`src/rtl/mem_access_stage.sv`:
```
// MEM stage: issues loads/stores to a variable-latency data memory,
// stalls upstream while an access is outstanding, registers MEM/WB outputs.
module mem_access_stage #(
    parameter int ADDR_W     = 32,
    parameter int DATA_W     = 32,
    parameter int REG_ADDR_W = 5,
    parameter int TIMEOUT    = 255
) (
    input  logic                  clk,
    input  logic                  rst,
    input  logic [ADDR_W-1:0]     pc_mem,
    input  logic                  registerWriteEnable_i,
    input  logic                  dataWriteEnable_i,
    input  logic                  regSelect_i,
    input  logic [DATA_W-1:0]     dataB_i,
    input  logic [REG_ADDR_W-1:0] rd_i,
    input  logic [DATA_W-1:0]     aluOut_i,
    output logic                  stall_o,
    output logic                  mem_req,
    output logic                  mem_we,
    output logic [ADDR_W-1:0]     mem_addr,
    output logic [DATA_W-1:0]     mem_wdata,
    input  logic                  mem_ready,
    input  logic                  mem_rvalid,
    input  logic [DATA_W-1:0]     mem_rdata,
    output logic [ADDR_W-1:0]     pc_wb,
    output logic                  registerWriteEnable_wb,
    output logic [REG_ADDR_W-1:0] rd_wb,
    output logic [DATA_W-1:0]     wbData_o,
    output logic                  mem_err_o
);

    localparam int CNT_W = $clog2(TIMEOUT + 1);

    typedef enum logic [1:0] {
        IDLE,
        REQ,
        RESP
    } state_t;

    state_t                state;
    logic [CNT_W-1:0]      cnt;
    logic [ADDR_W-1:0]     cap_addr;
    logic [DATA_W-1:0]     cap_wdata;
    logic [REG_ADDR_W-1:0] cap_rd;
    logic [ADDR_W-1:0]     cap_pc;
    logic                  cap_rwe;
    logic                  cap_store;

    logic is_store;
    logic is_load;
    logic is_mem;
    logic timeout;
    logic store_done;
    logic load_done;

    assign is_store   = dataWriteEnable_i;
    assign is_load    = regSelect_i & ~dataWriteEnable_i;
    assign is_mem     = is_store | is_load;
    // Fires in the TIMEOUT-th cycle spent in REQ+RESP; completion wins.
    assign timeout    = (state != IDLE) && (cnt == CNT_W'(TIMEOUT - 1));
    assign store_done = (state == REQ) && cap_store && mem_ready;
    assign load_done  = (state == RESP) && mem_rvalid;

    assign mem_req   = (state == REQ);
    assign mem_we    = cap_store;
    assign mem_addr  = cap_addr;
    assign mem_wdata = cap_wdata;

    always_comb begin
        stall_o = 1'b0;
        unique case (state)
            IDLE:    stall_o = is_mem;
            REQ:     stall_o = !(store_done || timeout);
            RESP:    stall_o = !(load_done || timeout);
            default: stall_o = 1'b0;
        endcase
    end

    always_ff @(posedge clk or negedge rst) begin
        if (!rst) begin
            state                  <= IDLE;
            cnt                    <= '0;
            cap_addr               <= '0;
            cap_wdata              <= '0;
            cap_rd                 <= '0;
            cap_pc                 <= '0;
            cap_rwe                <= 1'b0;
            cap_store              <= 1'b0;
            pc_wb                  <= '0;
            registerWriteEnable_wb <= 1'b0;
            rd_wb                  <= '0;
            wbData_o               <= '0;
            mem_err_o              <= 1'b0;
        end else begin
            if (state != IDLE && cnt != CNT_W'(TIMEOUT))
                cnt <= cnt + 1'b1;
            unique case (state)
                IDLE: begin
                    if (is_mem) begin
                        cap_addr               <= aluOut_i;
                        cap_wdata              <= dataB_i;
                        cap_rd                 <= rd_i;
                        cap_pc                 <= pc_mem;
                        cap_rwe                <= registerWriteEnable_i;
                        cap_store              <= is_store;
                        cnt                    <= '0;
                        registerWriteEnable_wb <= 1'b0;
                        rd_wb                  <= '0;
                        state                  <= REQ;
                    end else begin
                        pc_wb                  <= pc_mem;
                        registerWriteEnable_wb <= registerWriteEnable_i;
                        rd_wb                  <= rd_i;
                        wbData_o               <= aluOut_i;
                    end
                end
                REQ: begin
                    registerWriteEnable_wb <= 1'b0;
                    rd_wb                  <= '0;
                    if (store_done) begin
                        pc_wb    <= cap_pc;
                        wbData_o <= cap_addr;
                        state    <= IDLE;
                    end else if (timeout) begin
                        pc_wb     <= cap_pc;
                        wbData_o  <= '0;
                        mem_err_o <= 1'b1;
                        state     <= IDLE;
                    end else if (mem_ready) begin
                        state <= RESP;
                    end
                end
                RESP: begin
                    if (load_done) begin
                        pc_wb                  <= cap_pc;
                        registerWriteEnable_wb <= cap_rwe;
                        rd_wb                  <= cap_rd;
                        wbData_o               <= mem_rdata;
                        state                  <= IDLE;
                    end else if (timeout) begin
                        registerWriteEnable_wb <= 1'b0;
                        rd_wb                  <= '0;
                        pc_wb                  <= cap_pc;
                        wbData_o               <= '0;
                        mem_err_o              <= 1'b1;
                        state                  <= IDLE;
                    end else begin
                        registerWriteEnable_wb <= 1'b0;
                        rd_wb                  <= '0;
                    end
                end
                default: state <= IDLE;
            endcase
        end
    end

endmodule
```
`config.mk`:
```
export PLATFORM = sky130hd
export DESIGN_NAME = mem_access_stage
export DESIGN_NICKNAME = d
export VERILOG_FILES = /design/src/rtl/mem_access_stage.sv
export SDC_FILE = /design/constraint.sdc
export NUM_CORES = 1
export LEC_CHECK = 0
export CAP_MARGIN = 20
export CORE_MARGIN = 10
export CORE_UTILIZATION = 46
export CTS_CLUSTER_DIAMETER = 50
export CTS_CLUSTER_SIZE = 28
export DETAILED_ROUTE_END_ITERATION = 6
export GPL_TIMING_DRIVEN = 1
export PLACE_DENSITY_LB_ADDON = 0.12
export SLEW_MARGIN = 30
export SYNTH_ARGS = -nofsm -noshare
export SYNTH_HDL_FRONTEND = slang
export SYNTH_SLANG_ARGS = --single-unit
```
`constraint.sdc`:
```
create_clock -name clk -period 2.6 [get_ports clk]
set_input_delay 0.52 -clock clk [delete_from_list [all_inputs] [get_ports clk]]
set_output_delay 0.52 -clock clk [all_outputs]
set_load 0.05 [all_outputs]
```
==> load_flow_metrics.sql <==
INSERT INTO impl_metrics (metric_group, metric, value, unit) VALUES
('clocking', 'clock_insertion_delay_worst_skew', '0.44', 'ns'),
('sta', 'fmax', '398', 'MHz'),
('logic_synthesis', 'seq_cells_post_synth', '184', ''),
('logic_synthesis', 'postSynthAreaPerCell', '8.97', 'µm²'),
('job', 'maxCapViolations', '0', ''),
('logic_synthesis', 'synth_nets', '1091', ''),
('logic_synthesis', 'synth_top_area_cell', 'sky130_fd_sc_hd__dfrtp_1', ''),
('grt', 'first_global_vias', '7636', ''),
('sta', 'worst_slew_pin_slew', '0.746', 'ns'),
('grt', 'congestion_overflow_gr', '0', ''),
('sta', 'slew-limit-headroom', '50.3', '%'),
('floorplan', 'die_area', '0.0242', 'mm²'),
('logic_synthesis', 'synth_async_sr_flop_share', '100', '%'),
('sta', 'slew_viol_final', '0', ''),
('final_layout', 'finish.net_count', '1337', ''),
('floorplan', 'chipWidth', '156', 'µm'),
('setup_path', 'timing_worst_setup_path_type', 'reg -> out', ''),
('clocking', 'hold_buffers', '0', ''),
('floorplan', 'chipHeight', '156', 'µm'),
('final_layout', 'num_antenna_cells', '0', ''),
('setup_path', 'worstPathRequired', '2.08', 'ns'),
('clocking', 'tritoncts', 'done', ''),
('route', 'drtAntennaViolNets', '0', ''),
('placement', 'place.port_buffers', '277', ''),
('route', 'post_detailed_route_via_to_cell_ratio', '5.44', ''),
('logic_synthesis', 'commonest_cells_in_the_synthesized_netlist', 'sky130_fd_sc_hd__nand2_1, sky130_fd_sc_hd__dfrtp_1, sky130_fd_sc_hd__nand3_1, sky130_fd_sc_hd__o211ai_1, sky130_fd_sc_hd__clkbuf_1', ''),
('floorplan', 'std_cell_rows', '49', ''),
('setup_path', 'critPathArrivalTime', '2.00', 'ns'),
('setup_path', 'startpoint_type', 'register', ''),
('route', 'drt-total-wl', '27800', 'µm'),
('grt', 'grt_max_degree', '101', ''),
('sta', 'finalHoldWorstSlack', '0.0599', 'ns'),
('route', 'via_count', '7789', ''),
('clocking', 'cts-buffers-inserted', '17', ''),
('logic_synthesis', 'synth_edf_count', '0', ''),
('sta', 'setup-tns-final', '0', 'ns'),
('sta', 'hold_viol', '0', ''),
('final_layout', 'post_route_cells_drive_above_1_share', '7.32', '%'),
('logic_synthesis', 'netlist.area_leader.share', '54.4', '%'),
('setup_path', 'crit_path_max_fanout', '5', ''),
('status', 'result_of_the_run', 'complete, no violations', ''),
('grt', 'antenna_found_initial', '0', ''),
('route', 'drc', '0', ''),
('power_and_ir_drop', 'cellPowerDensity', '1590', 'mW/mm²'),
('route', 'initial_detailed_routing_violation_count', '493', ''),
('logic_synthesis', 'ys_top_cells_by_area', 'sky130_fd_sc_hd__dfrtp_1, sky130_fd_sc_hd__nand2_1, sky130_fd_sc_hd__o211ai_1', ''),
('grt', 'track_usage', '22.4', '%'),
('logic_synthesis', 'yosysSeqAreaShare', '54.4', '%'),
('clocking', 'cts_sinks', '184', ''),
('clocking', 'clock_tree.buffer_depth', '2', ''),
('final_layout', 'areaGrowthSynthToFinish', '43.6', '%'),
('sta', 'setup_violations', '0', ''),
('setup_path', 'timing.reg2reg.worst_path_depth', '7', ''),
('clocking', 'cts_root_buf', 'sky130_fd_sc_hd__clkbuf_16', ''),
('sta', 'final.period_utilization', '96.8', '%'),
('clocking', 'h-tree-depth', '4', ''),
('floorplan', 'core_area', '0.0180', 'mm²'),
('placement', 'hpwlAfterDp', '18600', 'µm'),
('floorplan', 'io_pins', '278', ''),
('logic_synthesis', 'synth.lib_cells_used.distinct', '44', ''),
('logic_synthesis', 'postSynthCellCount', '944', ''),
('sta', 'largest_clock_skew_in_the_final_design', '0.0176', 'ns'),
('logic_synthesis', 'post_synthesis_instance_area', '0.00847', 'mm²'),
('logic_synthesis', 'synth_flop_cell', 'sky130_fd_sc_hd__dfrtp_1', ''),
('power_and_ir_drop', 'peakVddDrop', '1.02', 'mV'),
('logic_synthesis', 'synth.most_common_cell', 'sky130_fd_sc_hd__nand2_1', ''),
('placement', 'finalWeightedCongestion', '0.833', ''),
('power_and_ir_drop', 'leakagePower', '5.43', 'nW'),
('logic_synthesis', 'yosysWarnings', '0', ''),
('route', 'drt_first_pass_iters', '4', ''),
('sta', 'finalCriticalPeriod', '2.52', 'ns'),
('grt', 'grt_pass1_wl', '43600', 'µm'),
('setup_path', 'end_kind', 'output port', ''),
('hold_path', 'min-delay-path-class', 'in -> async', ''),
('floorplan', 'initial_utilization', '47.0', '%'),
('clocking', 'clkSlewWorstSetupHoldPaths', '0.08', 'ns'),
('route', 'route.detailed.wl_per_inst', '19.4', 'µm');
## state kept, by name, summed over array words and instances, names as in the netlist
register and count:
cap_rwe 1, cap_pc 32, rd_wb 5, mem_addr 32, wbData_o 32, mem_err_o 1, cap_rd 5, mem_we 1
registerWriteEnable_wb 1, pc_wb 32, mem_wdata 32, cnt 8, state 2
## layout by cell type (no fill, tap or decap), drive strengths merged, types with 2 or more instances in the layout
cell type      Yosys  routed
nand4             36      36
ha                 7       7
o31ai              2       2
xor2               2       2
o211ai            65      65
clkinv             0       4
buf               28      30
and2              33      33
mux2i              4       4
nor3               2       2
nand2            387     387
o21ai              9       9
nand3             65      65
a221o             32      32
dfrtp            184     184
inv                5      12
clkdlybuf4s50      0     273
clkbuf            49      20
and3               2       2
clkinvlp           0       2
a22oi              6       6
nor2b              2       2
a21oi              5       5
a211oi             2       2
nor2               6       6
## routing by layer
layer | global-route usage (%) | part of all wire [%] | wire (µm) | up-vias
li1 | - | - | - | 3719
met1 | 29.5 | 42 | 11600 | 3729
met2 | 35.3 | 48 | 13300 | 308
met3 | 5.98 | 8.1 | 2250 | 33
met4 | 7.00 | 2.0 | 549 | 0
met5 | 0 | 0 | 0 | -
## cell type report
class,instances,area [µm²]
timing repair buffer,304,3070
fill,1483,5870
sequential,184,4610
multi-input combinational,678,3600
clock inverter,13,131
tap,229,287
inverter,5,21.3
clock buffer,19,443
## where the power goes
part | leakage, nW | switching [mW] | internal, mW | total [mW]
clock network | 0.277 | 1.26 | 1.30 | 2.56
logic | 2.87 | 7.73 | 3.93 | 11.7
registers | 2.29 | 0.891 | 4.25 | 5.14
## cell families (layout without fill, tap and decap cells)
logic type                 count (synthesis)  count (layout)  synth area share, %
and+or+nand+nor                          538             538                 27.4
muxes                                      5               5                0.606
AOI/OAI and AO/OA                        126             126                 12.2
adders and majority gates                  7               7                 1.03
DFF                                      184             184                 54.4
buffers and inverters                     82             341                 4.12
xor gates and xnor gates                   2               2                0.207
## repair_timing
action / in CTS / in global routing
resized for setup: 9 / 2
endpoints found under the setup margin: 1 / 1
buffers inserted: 2 / 0
hold endpoints to repair: 0 / 0
pin swaps: 1 / 0
## worst paths after layout
kind,start,end,slack (ns)
min,rst,mem_addr[16],0.06
max in group asynchronous,rst,cap_pc[20],1.81
min in group clk,mem_wdata[0],mem_wdata[0],0.48
max,state[1],stall_o,0.08
max reg2reg,state[1],pc_wb[0],0.49
min reg2reg,mem_wdata[0],mem_wdata[0],0.48
## stage by stage
step / cells / util (%) / power, mW / setup WS (ns) / cell area (µm²)
floorplan: 944 / - / 12.8 / 0.0765 / 8490
global placement: 1398 / 64.0 / 16.6 / 0.118 / 11500
detailed placement: 1398 / 64.0 / 16.9 / 0.115 / 11500
CTS: 1432 / 67.4 / 19.5 / 0.0318 / 12200
global route: 1432 / 67.5 / 20.6 / -0.00307 / 12200
finish: 1432 / 67.5 / 19.4 / 0.0845 / 12200
## worst max-delay path: stages, from the launching register on
cell	delay, ns
sky130_fd_sc_hd__dfrtp_2	0.46
sky130_fd_sc_hd__ha_4	0.19
sky130_fd_sc_hd__nor2b_2	0.16
sky130_fd_sc_hd__a21oi_1	0.32
sky130_fd_sc_hd__or2_4	0.21
sky130_fd_sc_hd__a21oi_4	0.06
sky130_fd_sc_hd__buf_12	0.15
(Power assumes the default switching activity.)
